## src/rtl/row_assembler_pkg.sv

```systemverilog
// rtl/row_assembler_pkg.sv - shared defaults, FSM state type and row packing for row_assembler
package row_assembler_pkg;

  localparam int NUM_COLUMNS_DEF = 3;
  localparam int DATA_WIDTH_DEF  = 8;

  // Packing works on fixed-size slots so every geometry up to these limits shares one function.
  localparam int MAX_COLUMNS    = 16;
  localparam int MAX_DATA_WIDTH = 32;
  localparam int ROW_IDX_W      = $clog2(MAX_COLUMNS * MAX_DATA_WIDTH);
  localparam int COL_IDX_W      = $clog2(MAX_COLUMNS);
  localparam int BIT_IDX_W      = $clog2(MAX_DATA_WIDTH);

  typedef enum logic [1:0] {ST_FILL, ST_HOLD, ST_FULL} state_e;

  typedef logic [MAX_DATA_WIDTH-1:0]             elem_slot_t;
  typedef logic [MAX_COLUMNS*MAX_DATA_WIDTH-1:0] row_slot_t;

  function automatic row_slot_t pack_row(input elem_slot_t elems [MAX_COLUMNS],
                                         input int num_cols, input int data_width);
    row_slot_t row;
    row = '0;
    for (int c = 0; c < MAX_COLUMNS; c++) begin
      for (int b = 0; b < MAX_DATA_WIDTH; b++) begin
        if (c < num_cols && b < data_width) begin
          row[ROW_IDX_W'(c * data_width + b)] = elems[COL_IDX_W'(c)][BIT_IDX_W'(b)];
        end
      end
    end
    return row;
  endfunction

endpackage

```

## src/rtl/write_index_counter.sv

```systemverilog
// rtl/write_index_counter.sv - wrapping 0..NUM_COLUMNS-1 column pointer with a last-column flag
module write_index_counter #(
  parameter int NUM_COLUMNS = 3,
  parameter int INDEX_WIDTH = 2
) (
  input  logic                   clock,
  input  logic                   reset_n,
  input  logic                   en,
  input  logic                   clear,
  output logic [INDEX_WIDTH-1:0] count,
  output logic                   will_wrap
);

  localparam logic [INDEX_WIDTH-1:0] LAST = INDEX_WIDTH'(NUM_COLUMNS - 1);

  logic [INDEX_WIDTH-1:0] count_q, count_d;

  assign will_wrap = (count_q == LAST);
  assign count     = count_q;

  always_comb begin
    count_d = count_q;
    if (clear) begin
      count_d = '0;
    end else if (en) begin
      count_d = will_wrap ? '0 : count_q + 1'b1;
    end
  end

  always_ff @(posedge clock or negedge reset_n) begin
    if (!reset_n) begin
      count_q <= '0;
    end else begin
      count_q <= count_d;
    end
  end

endmodule

```

## src/rtl/row_assembler.sv

```systemverilog
// rtl/row_assembler.sv - packs NUM_COLUMNS serial elements into one row word behind a valid/ready output
// Define ROW_ASSEMBLER_DOUBLE_BUFFER_EN for a separate output register so filling continues while a row waits.
module row_assembler
  import row_assembler_pkg::*;
#(
  parameter int NUM_COLUMNS = NUM_COLUMNS_DEF,
  parameter int DATA_WIDTH  = DATA_WIDTH_DEF,
  parameter int INDEX_WIDTH = 2
) (
  input  logic                              clock,
  input  logic                              reset_n,
  input  logic                              clear,
  input  logic                              in_valid,
  output logic                              in_ready,
  input  logic [DATA_WIDTH-1:0]             in_data,
  output logic [INDEX_WIDTH-1:0]            column_index,
  output logic                              out_valid,
  input  logic                              out_ready,
  output logic [NUM_COLUMNS*DATA_WIDTH-1:0] out_row,
  output logic                              row_done
);

  localparam int ROW_W = NUM_COLUMNS * DATA_WIDTH;

  state_e           state_q;
  logic             out_valid_q;
  logic             accept;
  logic             will_wrap;
  elem_slot_t       slots [MAX_COLUMNS];
  logic [ROW_W-1:0] row_packed;

  assign in_ready  = (state_q == ST_FILL);
  assign accept    = in_valid && in_ready;
  assign row_done  = accept && will_wrap && !clear;
  assign out_valid = out_valid_q;

  write_index_counter #(
    .NUM_COLUMNS(NUM_COLUMNS),
    .INDEX_WIDTH(INDEX_WIDTH)
  ) u_index (
    .clock    (clock),
    .reset_n  (reset_n),
    .en       (accept),
    .clear    (clear),
    .count    (column_index),
    .will_wrap(will_wrap)
  );

  for (genvar c = 0; c < NUM_COLUMNS; c++) begin : g_col
    logic [DATA_WIDTH-1:0] elem_q;
    logic                  wr;

    assign wr = accept && (column_index == INDEX_WIDTH'(c));

    always_ff @(posedge clock or negedge reset_n) begin
      if (!reset_n) begin
        elem_q <= '0;
      end else if (clear) begin
        elem_q <= '0;
      end else if (wr) begin
        elem_q <= in_data;
      end
    end

`ifdef ROW_ASSEMBLER_DOUBLE_BUFFER_EN
    // The copy into the output register must already see the element accepted this cycle.
    assign slots[c] = elem_slot_t'(wr ? in_data : elem_q);
`else
    assign slots[c] = elem_slot_t'(elem_q);
`endif
  end

  for (genvar s = NUM_COLUMNS; s < MAX_COLUMNS; s++) begin : g_pad
    assign slots[s] = '0;
  end

  assign row_packed = ROW_W'(pack_row(slots, NUM_COLUMNS, DATA_WIDTH));

`ifdef ROW_ASSEMBLER_DOUBLE_BUFFER_EN
  logic [ROW_W-1:0] out_row_q;
  logic             drain;

  assign drain   = out_valid_q && out_ready;
  assign out_row = out_row_q;

  always_ff @(posedge clock or negedge reset_n) begin
    if (!reset_n) begin
      state_q     <= ST_FILL;
      out_valid_q <= 1'b0;
      out_row_q   <= '0;
    end else if (clear) begin
      state_q     <= ST_FILL;
      out_valid_q <= 1'b0;
      out_row_q   <= '0;
    end else begin
      case (state_q)
        ST_FILL: begin
          if (drain) out_valid_q <= 1'b0;
          if (accept && will_wrap) begin
            if (!out_valid_q || out_ready) begin
              out_row_q   <= row_packed;
              out_valid_q <= 1'b1;
            end else begin
              state_q <= ST_FULL;
            end
          end
        end
        ST_FULL: begin
          if (out_ready) begin
            out_row_q <= row_packed;
            state_q   <= ST_FILL;
          end
        end
        default: state_q <= ST_FILL;
      endcase
    end
  end
`else
  assign out_row = row_packed;

  always_ff @(posedge clock or negedge reset_n) begin
    if (!reset_n) begin
      state_q     <= ST_FILL;
      out_valid_q <= 1'b0;
    end else if (clear) begin
      state_q     <= ST_FILL;
      out_valid_q <= 1'b0;
    end else begin
      case (state_q)
        ST_FILL: begin
          if (accept && will_wrap) begin
            state_q     <= ST_HOLD;
            out_valid_q <= 1'b1;
          end
        end
        ST_HOLD: begin
          if (out_ready) begin
            state_q     <= ST_FILL;
            out_valid_q <= 1'b0;
          end
        end
        default: state_q <= ST_FILL;
      endcase
    end
  end
`endif

endmodule

```

## config.mk

```make
export PLATFORM = sky130hd
export DESIGN_NAME = row_assembler
export DESIGN_NICKNAME = d
export VERILOG_FILES = /design/src/rtl/row_assembler_pkg.sv /design/src/rtl/write_index_counter.sv /design/src/rtl/row_assembler.sv
export SDC_FILE = /design/constraint.sdc
export NUM_CORES = 1
export LEC_CHECK = 0
export ABC_AREA = 1
export CORE_ASPECT_RATIO = 1.25
export CORE_MARGIN = 1.5
export CORE_UTILIZATION = 40
export CTS_CLUSTER_SIZE = 20
export DETAILED_ROUTE_END_ITERATION = 12
export MAX_ROUTING_LAYER = met4
export PLACE_DENSITY = 0.73
export SYNTH_ARGS = -nofsm -noshare
export SYNTH_HDL_FRONTEND = slang
export SYNTH_SLANG_ARGS = --single-unit
```

## constraint.sdc

```tcl
create_clock -name clock -period 1.6 [get_ports clock]
set_input_delay 0.4 -clock clock [delete_from_list [all_inputs] [get_ports clock]]
set_output_delay 0.4 -clock clock [all_outputs]
set_load 0.005 [all_outputs]
```

==> results by group <==
Placed design
  – Final HPWL from detailed placement: 2170 µm
  – Total of buffers placed on input and output ports: 41
  – Setup slack after placement: -0.487 ns
  – Post-DP Area: between 1500 and 2000 µm²
  – Placed cell count: roughly 210
  – Global placement routability congestion: a little over 0.8

Finish
  – Most frequent standard cell in the layout excluding fill and tap cells: nand3_1
  – Synthesis-to-finish area growth: 54.1%
  – Filler-free cell count of the finished design: about 230
  – # diodes: 0
  – Final cell utilization of the core: 0.665
  – Fraction of layout instances using a drive strength above 1: 0.191
  – Top library cells by usage in the layout, fill and taps aside: nand3_1, nand2_1, dfrtp_1
  – Non-Filler Cell Area, Final: about 1800 µm²
  – Number of nets in the finished design: 208

Synthesis
  – Share of synthesized area occupied by flip-flops and latches: 0.573
  – Count of synthesis-stage warnings from yosys: 0
  – Post-synthesis cell type count: 14
  – Synth Area per Inst: between 9 and 10 µm²
  – Post-synthesis register bit count: 27
  – Post-Syn Area: 1180 µm²
  – Cell count after synthesis: around 130
  – Post-Syn Nets: approximately 140

Critical path
  – Number of cells on the worst reg-to-reg path: 6
  – Required time reported for the critical path endpoint: around 1.2 ns
  – Cell Chain, Critical Path: buf_6 -> nor2_4 -> nand2_2 -> nor2_1 -> buf_2
  – Worst-path cell with the longest stage delay: dfrtp_1
  – Kind of start point of the critical path: flip-flop
  – Worst-path maximum fanout: 2
  – CP Capture Type: output port
  – Minimum setup slack among reg-to-reg paths: 0.23 ns
  – Worst endpoint data arrival time: around 1.2 ns
  – Reg-to-reg startpoint: u_index.count[1]
  – Worst reg2reg endpoint: g_col[0].elem_q[4]
  – Critical Path Max Stage Delay: 0.42 ns
  – Critical setup path kind: reg2out

Timing
  – Final hold slack: 0.411 ns
  – Max Fclk: 629 MHz
  – Final Setup Violations: 0
  – Fin. max-slew vios: 0
  – Hold violation count in the final report: 0
  – Slack of the critical path: around 0.0098 ns
  – Unrepaired setup endpoints after global routing: yes
  – Final critical path time including I/O delays and setup: roughly 1.6 ns
  – Post-route clock period utilization: 0.994
  – Worst max-slew margin expressed relative to the limit: 0.772
  – Setup tns final: 0 ns
  – Worst slew pin tran: between 0.3 and 0.4 ns
  – Clock skew: roughly 0.0090 ns

Global route
  – Overall track demand over capacity in global routing: 0.211
  – Initial antenna violation count: 0
  – Remaining global-route overflow: 0
  – Global-route wire length before repair: between 5000 and 6000 µm
  – Pin count of the biggest net entering global routing: 28
  – Number of global-route vias before repair: 1,143

Clock network
  – Clock tree sinks: 27
  – Total CTS buffers: 3
  – Count of hold-fix buffers inserted at cts: 0
  – Clock slew seen by the registers of the worst setup and hold paths: approximately 0.15 ns
  – Later-pin clock latency in the skew report: between 0.3 and 0.4 ns
  – Deepest level of the CTS H-tree: 1
  – Clock tree from TritonCTS: built
  – Cell at the root of the clock tree: clkbuf_4
  – Bufs on Longest Clock Path: 2

Run
  – Max-cap violation count: 0

Drt
  – Aggregate routed wire length: just under 3000 µm
  – Per-cell routed wire length: 13.0 µm
  – First-pass detailed-route iteration total: 4
  – Via count: around 1,200
  – Drt first-iter violations: 32
  – Post-route DRC: 0
  – Number of nets still failing antenna checks after routing: 0
  – Detail-routed via count per cell: 5.21

Die
  – Placement Rows: 21
  – Starting Density: 0.432
  – I/O Pins: 42
  – Area of the core region: ~2700 µm²
  – Die Height: ~64 µm
  – DIE AREA: 3290 µm²
  – Die X-Extent: 51.6 µm

Power and ir drop
  – P_leak: ~1.1 nW
  – Power density of the placed cells: 736 nW/µm²
  – Peak supply drop: 444 µV
  – Power after layout: between 1 and 1.5 mW

Worst hold path
  – Worst min path class: in2async

Outcome
  – Result of the run: finished, final reports clean
==> flip-flops by register name (all words and copies together), names as in the netlist <==
signal and flops:
g_col.elem_q 24, out_valid 1, u_index.count 2
==> power by group <==
part	leakage (nW)	switching, mW	internal [mW]
logic	0.746	0.145	0.153
registers	0.369	0.0202	0.720
clock network	0.0139	0.204	0.0957
total	1.13	0.369	0.969
==> repair_timing <==
item / CTS / global route
pin swaps: 0 / 1
buffers inserted: 12 / 3
resized for setup: 24 / 15
setup endpoints to repair: 27 / 9
gates cloned: 0 / 0
==> synth_stat cells <==
| cell type | count | area (µm²) |
|---|---|---|
| nor2_4 | 2 | 22.5 |
| nor2_1 | 4 | 15.0 |
| nand4_1 | 8 | 50.1 |
| inv_2 | 2 | 7.51 |
| nand3_1 | 41 | 205 |
| nand2_1 | 32 | 120 |
| buf_6 | 1 | 11.3 |
| inv_1 | 3 | 11.3 |
| buf_4 | 1 | 7.51 |
| o21ai_1 | 3 | 15.0 |
| dfrtp_1 | 27 | 676 |
| buf_2 | 4 | 20.0 |
| nor2_2 | 2 | 12.5 |
| nand2_2 | 1 | 6.26 |
==> kinds of logic after synthesis <==
group,Yosys count,synth area share
buf+inv,11,0.0488
compound gates,3,0.0127
flops,27,0.573
simple gates,90,0.366
==> routing by layer <==
layer / track usage / vias to the layer above / wire length (µm)
met5: - / - / 0
met4: 0.0592 / 0 / 37
met3: 0.0261 / 4 / 160
met2: 0.349 / 36 / 1580
met1: 0.269 / 574 / 1190
li1: - / 573 / -
==> area by class of cell <==
cell class                 count  area [µm²]
clock inverter                 1        7.51
sequential                    27         676
clock buffer                   3        22.5
timing repair buffer          65         599
multi-input combinational     93         452
tap                           34        42.5
fill                         242         915
inverter                       5        18.8
==> worst max-delay path by stage <==
stage	end	slack, ns	startpoint	depth (start not counted)
global route	row_done	-0.08	out_valid	5
CTS	row_done	-0.22	in_valid	6
floorplan	row_done	0.27	out_valid	4
detailed placement	row_done	-0.49	in_valid	6
global placement	row_done	-0.47	in_valid	6
finish	row_done	0.01	out_valid	5
==> critical path: cells and delay by family, from the launching register on <==
kind	cells	cell delay [ns]
buffers and inverters	2	0.23
and+or+nand+nor	3	0.22
DFF	1	0.42
Power figures use the tool's default switching activity.
